===== config.mk =====
export PLATFORM = sky130hd
export DESIGN_NAME = taint_sum_monitor
export DESIGN_NICKNAME = d
export VERILOG_FILES = /design/src/rtl/taint_mon_pkg.sv /design/src/rtl/taint_mon_fifo.sv /design/src/rtl/taint_sum_monitor.sv
export SDC_FILE = /design/constraint.sdc
export NUM_CORES = 1
export LEC_CHECK = 0
export ABC_AREA = 1
export CAP_MARGIN = 0
export CORE_MARGIN = 2
export CORE_UTILIZATION = 30
export CTS_CLUSTER_DIAMETER = 40
export DETAILED_ROUTE_END_ITERATION = 16
export GPL_TIMING_DRIVEN = 0
export SKIP_CTS_REPAIR_TIMING = 1
export SYNTH_ARGS = -nofsm -noshare
export SYNTH_HDL_FRONTEND = slang
export SYNTH_SLANG_ARGS = --single-unit

===== constraint.sdc =====
create_clock -name clock -period 5.5 [get_ports clock]
set_input_delay 1.375 -clock clock [delete_from_list [all_inputs] [get_ports clock]]
set_output_delay 1.375 -clock clock [all_outputs]
set_load 0.02 [all_outputs]

===== src/rtl/taint_mon_pkg.sv =====
// rtl/taint_mon_pkg.sv - shared state encoding and record layout for the taint-sum monitor
package taint_mon_pkg;

    localparam int STATE_W   = 2;
    localparam int REC_CYC_W = 32;
    localparam int REC_TOT_W = 11;

    typedef enum logic [STATE_W-1:0] {
        ST_CLEAN   = 2'd0,
        ST_TAINTED = 2'd1,
        ST_DRAINED = 2'd2
    } mon_state_e;

    // Record layout for the default parameterisation (CYC_WIDTH=32, TOT_WIDTH=11).
    typedef struct packed {
        logic [REC_CYC_W-1:0] cyc;
        logic [REC_TOT_W-1:0] tot;
    } taint_rec_t;

endpackage


===== src/rtl/taint_mon_fifo.sv =====
// rtl/taint_mon_fifo.sv - single-clock record FIFO with valid/ready pop and full/empty flags
module taint_mon_fifo #(
    parameter int WIDTH = 43,
    parameter int DEPTH = 4
) (
    input  logic             clk_i,
    input  logic             rst_i,
    input  logic             push_i,
    input  logic [WIDTH-1:0] wdata_i,
    input  logic             ready_i,
    output logic [WIDTH-1:0] rdata_o,
    output logic             full_o,
    output logic             empty_o
);

    localparam int AW = $clog2(DEPTH);

    logic [WIDTH-1:0] mem_q [DEPTH];
    logic [AW:0]      wr_q;
    logic [AW:0]      rd_q;
    logic             pop;
    logic             wr_en;

    assign empty_o = (wr_q == rd_q);
    assign full_o  = (wr_q[AW] != rd_q[AW]) && (wr_q[AW-1:0] == rd_q[AW-1:0]);
    assign pop     = ready_i && !empty_o;
    // A push into a full FIFO still lands when the head leaves on the same edge.
    assign wr_en   = push_i && (!full_o || pop);
    assign rdata_o = mem_q[rd_q[AW-1:0]];

    always_ff @(posedge clk_i) begin
        if (rst_i) begin
            wr_q <= '0;
            rd_q <= '0;
        end else begin
            if (wr_en) begin
                mem_q[wr_q[AW-1:0]] <= wdata_i;
                wr_q                <= wr_q + {{AW{1'b0}}, 1'b1};
            end
            if (pop) begin
                rd_q <= rd_q + {{AW{1'b0}}, 1'b1};
            end
        end
    end

endmodule


===== src/rtl/taint_sum_monitor.sv =====
// rtl/taint_sum_monitor.sv - taint_sum aggregator with peak/first-seen tracking; TAINT_SUM_MONITOR_LOG_EN adds record FIFO
module taint_sum_monitor
    import taint_mon_pkg::*;
#(
    parameter  int NUM_SRC    = 8,
    parameter  int SUM_WIDTH  = 8,
    parameter  int CYC_WIDTH  = 32,
    parameter  int FIFO_DEPTH = 4,
    localparam int TOT_WIDTH  = SUM_WIDTH + $clog2(NUM_SRC)
) (
    input  logic                           clock,
    input  logic                           reset,
    input  logic                           en,
    input  logic [NUM_SRC*SUM_WIDTH-1:0]   src_sum,
    output logic [TOT_WIDTH-1:0]           total,
    output logic [TOT_WIDTH-1:0]           max_total,
    output logic [CYC_WIDTH-1:0]           cycle,
    output logic                           first_valid,
    output logic [CYC_WIDTH-1:0]           first_cycle,
    output logic [1:0]                     state,
    output logic                           rec_valid,
    input  logic                           rec_ready,
    output logic [CYC_WIDTH+TOT_WIDTH-1:0] rec_data,
    output logic [15:0]                    drop_cnt
);

    logic [TOT_WIDTH-1:0]           total_q, max_q, sum_d;
    logic [CYC_WIDTH-1:0]           cycle_q, cycle_d, first_cycle_q;
    logic                           first_valid_q;
    mon_state_e                     state_q;
    logic                           push_d;
    logic [CYC_WIDTH+TOT_WIDTH-1:0] rec_d;

    always_comb begin
        sum_d = '0;
        for (int i = 0; i < NUM_SRC; i++) begin
            sum_d = sum_d + TOT_WIDTH'(src_sum[i*SUM_WIDTH +: SUM_WIDTH]);
        end
    end

    assign cycle_d = cycle_q + CYC_WIDTH'(1);
    // Records carry the post-edge values, so they match what total/cycle show next.
    assign push_d  = en && (sum_d != total_q);
    assign rec_d   = {cycle_d, sum_d};

    always_ff @(posedge clock) begin
        if (reset) begin
            total_q       <= '0;
            max_q         <= '0;
            cycle_q       <= '0;
            first_valid_q <= 1'b0;
            first_cycle_q <= '0;
            state_q       <= ST_CLEAN;
        end else if (en) begin
            total_q <= sum_d;
            cycle_q <= cycle_d;
            if (sum_d > max_q) begin
                max_q <= sum_d;
            end
            case (state_q)
                ST_CLEAN: if (sum_d != '0) begin
                    state_q       <= ST_TAINTED;
                    first_valid_q <= 1'b1;
                    first_cycle_q <= cycle_d;
                end
                ST_TAINTED: if (sum_d == '0) state_q <= ST_DRAINED;
                ST_DRAINED: if (sum_d != '0) state_q <= ST_TAINTED;
                default:    state_q <= ST_CLEAN;
            endcase
        end
    end

    assign total       = total_q;
    assign max_total   = max_q;
    assign cycle       = cycle_q;
    assign first_valid = first_valid_q;
    assign first_cycle = first_cycle_q;
    assign state       = state_q;

`ifdef TAINT_SUM_MONITOR_LOG_EN
    logic                           fifo_full, fifo_empty;
    logic [CYC_WIDTH+TOT_WIDTH-1:0] fifo_rdata;
    logic [15:0]                    drop_q;

    taint_mon_fifo #(
        .WIDTH (CYC_WIDTH + TOT_WIDTH),
        .DEPTH (FIFO_DEPTH)
    ) u_fifo (
        .clk_i   (clock),
        .rst_i   (reset),
        .push_i  (push_d),
        .wdata_i (rec_d),
        .ready_i (rec_ready),
        .rdata_o (fifo_rdata),
        .full_o  (fifo_full),
        .empty_o (fifo_empty)
    );

    always_ff @(posedge clock) begin
        if (reset) begin
            drop_q <= '0;
        end else if (push_d && fifo_full && !rec_ready && drop_q != 16'hFFFF) begin
            drop_q <= drop_q + 16'd1;
        end
    end

    assign rec_valid = !fifo_empty;
    assign rec_data  = fifo_empty ? '0 : fifo_rdata;
    assign drop_cnt  = drop_q;
`else
    logic unused_log;
    assign unused_log = ^{rec_ready, push_d, rec_d};
    assign rec_valid  = 1'b0;
    assign rec_data   = '0;
    assign drop_cnt   = '0;
`endif

endmodule

==> Word level (Yosys, flattened, before mapping) <==
Cells that the tools add are included.
{ "totals": {"wordCells": 29, "regBits": 89, "out_inout_bits": 149, "inputBits": 68} }
{ "classes": {"n_mux": 3, "n_addsub": 8, "order_cmp": 1, "n_reduce_logical": 7, "eq_ne": 4} }
{ "op_table": {"columns": ["operator", "n"], "rows": [
  ["$add A11 B8 Y11", 4],
  ["$add A32 B1 Y32 const B", 1],
  ["$add A10 B8 Y11", 1],
  ["$gt A11 B11 Y1", 1],
  ["$logic_not A11 Y1", 1],
  ["$reduce_bool A11 Y1", 1],
  ["$add A9 B8 Y10", 1],
  ["$add A8 B8 Y9", 1],
  ["$reduce_and A3 Y1", 2],
  ["$mux W2", 2],
  ["$pmux W2 S2", 1],
  ["$eq A2 B1 Y1 const B", 1],
  ["$eq A2 B2 Y1 const B", 1],
  ["$logic_not A2 Y1", 1],
  ["$ne A2 B1 Y1 const B", 1],
  ["$ne A2 B2 Y1 const B", 1],
  ["$reduce_and A2 Y1", 1],
  ["$reduce_or A2 Y1", 1]
]} }

==> Logic depth before layout (Yosys ltp) <==
{ "logic_depth": {"depth_word": 10, "depth_mapped": 27, "depth_no_buf": 26} }

==> Worst setup path before layout <==
No wires, ideal clock.
{ "synth_path": {"kind": "input -> register", "from": "input src_sum[2]", "to": "register max_q[10], in the netlist max_total[10]", "setup_slack_ns": -0.389, "stages": 26, "setup_time_ns": 0.128, "arrival_time_ns": 5.761, "required_ns": 5.372, "n_path_buf": 1, "cell_sequence": "inv_1 -> fa_1 -> inv_1 -> fa_1 -> fa_1 -> inv_1 -> fa_1 -> inv_1 -> ha_1 -> inv_1 -> fa_1 -> inv_1 -> nand2_1 -> nand2_1 -> nand2_1 -> nand2_1 -> inv_1 -> ha_1 -> nand2_1 -> nor4_1 -> nand3b_1 -> nand2_1 -> inv_1 -> nand2_1 -> clkbuf_1 -> a21oi_1"} }
{ "synth_between": {"elab_chain_cells": 9} }
{ "synth_rtl": {"columns": ["element", "line_no", "text"], "rows": [
  ["from (decl)", "taint_sum_monitor.sv:14", "input logic [NUM_SRC*SUM_WIDTH-1:0] src_sum,"],
  ["$add A8 B8 Y9", "taint_sum_monitor.sv:37", "sum_d = sum_d + TOT_WIDTH'(src_sum[i*SUM_WIDTH +: SUM_WIDTH]);"],
  ["$add A9 B8 Y10", "taint_sum_monitor.sv:37", null],
  ["$add A10 B8 Y11", "taint_sum_monitor.sv:37", null],
  ["$add A11 B8 Y11 (4 in series)", "taint_sum_monitor.sv:37", null],
  ["via sum_d[6]", "taint_sum_monitor.sv:27", "logic [TOT_WIDTH-1:0] total_q, max_q, sum_d;"],
  ["$gt A11 B11 Y1", "taint_sum_monitor.sv:57", "if (sum_d > max_q) begin"],
  ["$reduce_and A2 Y1 (no line)", null, null],
  ["to (signal assigned)", "taint_sum_monitor.sv:58", "max_q <= sum_d;"],
  ["to (decl)", "taint_sum_monitor.sv:27", null]
]} }
The timed path passes the listed nets, and every way through them passes these cells.
A chain may end at the register's enable or synchronous reset.

==> Worst setup path after layout <==
{ "layout_path": {"from": "input src_sum[31]", "to": "register max_q[1], in the netlist max_total[1]"} }
{ "layout_between": {"elab_chain_cells": 7} }
{ "layout_rtl": {"columns": ["element", "line_no"], "rows": [
  ["$add A10 B8 Y11", "taint_sum_monitor.sv:37"],
  ["$add A11 B8 Y11 (4 in series)", "taint_sum_monitor.sv:37"],
  ["via sum_d[9]", "taint_sum_monitor.sv:27"],
  ["$gt A11 B11 Y1", "taint_sum_monitor.sv:57"],
  ["$reduce_and A2 Y1 (no line)", null]
]} }
The timed path passes the listed nets, and every way through them passes these cells.

==> flow_summary.ini <==
[yosys]
ys_top_cells_by_area = dfxtp_1, fa_1, inv_1
ys_ff_latch = 89
yosys.area.top_type = dfxtp_1
seq_area_frac_synth_pct = 27.5
synth_cell_type_count = 29
yosys_warnings = 0
synth-edff-count = 0
syn_avg_cell_area_um2 = 7.31
synth.most_common_cell = inv_1
syn-cell-area_um2 = 6480
synthDominantCellAreaShare_pct = 27.5
async_flop_share_pct = 0
yosys_most_used_dff = dfxtp_1
synth_top_cells_by_count = inv_1, nor2_1, nand2_1, dfxtp_1, o21ai_0
syn_inst = 886

[place]
pre_cts_ws_ns = -1.05
placed_cells = 1375
port_buffers = 155
dp_hpwl_mm = 14.2
gp_congestion = 0.909

[floorplan]
core_area_um2 = 21100
initial_core_util_pct = 30.7
fp-row-count = 53
die_x_um = 151
fp.dieArea_um2 = 22800
die_y_um = 151
ios = 217

[sta]
setup_viol = 11
hold_violations = 0
fin_crit_ns = 5.62
drv_slew = 0
whs_ns = 0.479
timing.final.ws_setup_ns = -0.120
skew_ns = 0.00582
setup-tns-final_ns = -1.18
max_freq_mhz = 178
rsz0062_at_grt = true
min_period_over_period_pct = 102
tightest_slew_ns = 0.802
slew-limit-headroom_pct = 46.5

[worst_setup_path]
crit_arrival_ns = 5.85
path_buf_inv = 5
crit_family = adder cells
path_class = input port to flop
path_max_fanout = 5
critPathRequiredTime_ns = 5.73
endpoint_kind = flop
cp-start-kind = input port
critical_path.max_stage_delay_ns = 0.55
path_cells = clkdlybuf4s50_1 > fa_1 > fa_1 > inv_1 > fa_2 > fa_1 > inv_1 > ha_4 > nand2_1 > inv_1 > a21oi_2 > nand2_1 > nand2_2 > nand2_4 > ha_4 > nand2_4 > nor2_4 > nand2_1 > o2111ai_4 > nand2_4 > clkbuf_16 > o21ai_2 > a21oi_1
slowest_stage = fa_1

[global_route]
grt_pass1_wl_mm = 27.4
antenna_found_initial = 0
grt-ovfl-total = 0
grt_pass1_vias = 5542
grt_max_degree = 14
track_usage_pct = 15.3

[route]
vias_per_cell = 4.26
dr.pass1.iters = 5
dr_total_vias = 6002
drc = 0
drtIter0Drc = 233
routed_wl_mm = 18.4
final_antenna_net_count = 0
wl_per_cell_um = 13.1

[clocking]
clkTransAtPathRegs_ns = 0.06
cts_num_sinks = 89
clockBufferDepth = 2
htreeDepth = 3
cts_buffers = 9
cts_tree = done
clk_latency_ns = 0.35
root_buffer = clkbuf_16

[final_layout]
syn_to_final_growth_pct = 53.1
antenna_cells = 0
final_cells = 1408
drive_above_1_share_pct = 22.9
fin_nets = 1266
num-fill-cells = 2073

[run_status]
violations = setup timing
status = finished with violations

[power_and_ir_drop]
p_per_area_nw_per_um2 = 542
p_leak_nw = 4.90
vdd_drop_max_mv = 0.366
total_power_mw = 5.37

[flow_run]
max_cap_violations = 0

[hold_path]
hold_class = flop to flop
## per-layer routing
layer / vias to the layer above / part of all wire [%] / global-route usage, % / wire [µm]
li1: 3050 / - / - / -
met1: 2776 / 45 / 20.6 / 8280
met2: 161 / 47 / 25.0 / 8660
met3: 15 / 6.5 / 3.43 / 1200
met4: 0 / 1.3 / 3.97 / 240
met5: - / 0 / 0 / 0
## per-stage QoR
stage	area, µm²	util, %
after floorplan	6810	-
after global placement	8710	41.3
after detailed placement	8710	41.3
after CTS	8990	42.6
after global routing	9920	47.1
final	9920	47.1
## where the power goes
group / leakage, nW / internal (mW) / total (mW) / switching, mW
Clock: 0.133 / 0.331 / 0.586 / 0.255
Combinational: 4.04 / 1.77 / 3.96 / 2.19
Sequential: 0.736 / 0.750 / 0.829 / 0.0788
Total: 4.90 / 2.85 / 5.37 / 2.52
## cells by family (layout without fill, tap and decap cells)
| logic type | after synthesis | after routing | synth area share [%] |
|---|---|---|---|
| simple gates | 269 | 269 | 17.6 |
| flops | 89 | 89 | 27.5 |
| xor+xnor | 32 | 32 | 4.33 |
| buf+inv | 290 | 478 | 21.0 |
| other cells | 1 | 60 | 0.0579 |
| fa+ha+maj | 70 | 70 | 19.0 |
| compound gates | 135 | 135 | 10.6 |
## final cells by class
| cell class | count | area (µm²) | share of cell area, % |
|---|---|---|---|
| timing repair buffer | 171 | 1860 | 18.7 |
| buffer | 86 | 642 | 6.47 |
| tap | 275 | 344 | 3.47 |
| inverter | 204 | 791 | 7.97 |
| clock inverter | 2 | 12.5 | 0.126 |
| clock buffer | 14 | 264 | 2.66 |
| sequential | 89 | 1780 | 18.0 |
| multi-input combinational | 566 | 4220 | 42.5 |
| timing repair inverter | 1 | 11.3 | 0.113 |
## flip-flops by register name (all words and copies together), names as in the netlist
register     count
cycle           32
first_cycle     32
max_total       11
total           11
state            2
first_valid      1
## cell usage in the layout (no fill, tap or decap), types with 34 or more instances in the layout
cell type        count
a21oi_1             41
buf_4               71
clkdlybuf4s50_1    118
conb_1              60
dfxtp_1             89
dlymetal6s2s_1      34
fa_1                40
inv_1              160
inv_2               40
nand2_1             70
nor2_1              82
o21ai_0             56
## worst paths after layout
kind / startpoint / endpoint / slack [ns] / depth (start not counted)
worst max-delay path: src_sum[31] / max_total[1]$_SDFFE_PP0P_ / -0.12 / 23
worst min-delay path: max_total[7]$_SDFFE_PP0P_ / max_total[7]$_SDFFE_PP0P_ / 0.48 / 2
worst max register to register: cycle[0]$_SDFFE_PP0P_ / first_cycle[24]$_SDFFE_PP0P_ / 3.44 / 8
worst min register to register: max_total[7]$_SDFFE_PP0P_ / max_total[7]$_SDFFE_PP0P_ / 0.48 / 2
## worst reg2reg max path: stages, from the launching register on
cell and delay [ns]:
dfxtp_1 0.44, ha_1 0.30, nand2_1 0.08, nor2_1 0.20
nand2_1 0.18, nor3_1 0.30, xor2_1 0.31, nand2_4 0.07
a21oi_2 0.11
(Power assumes the default switching activity.)
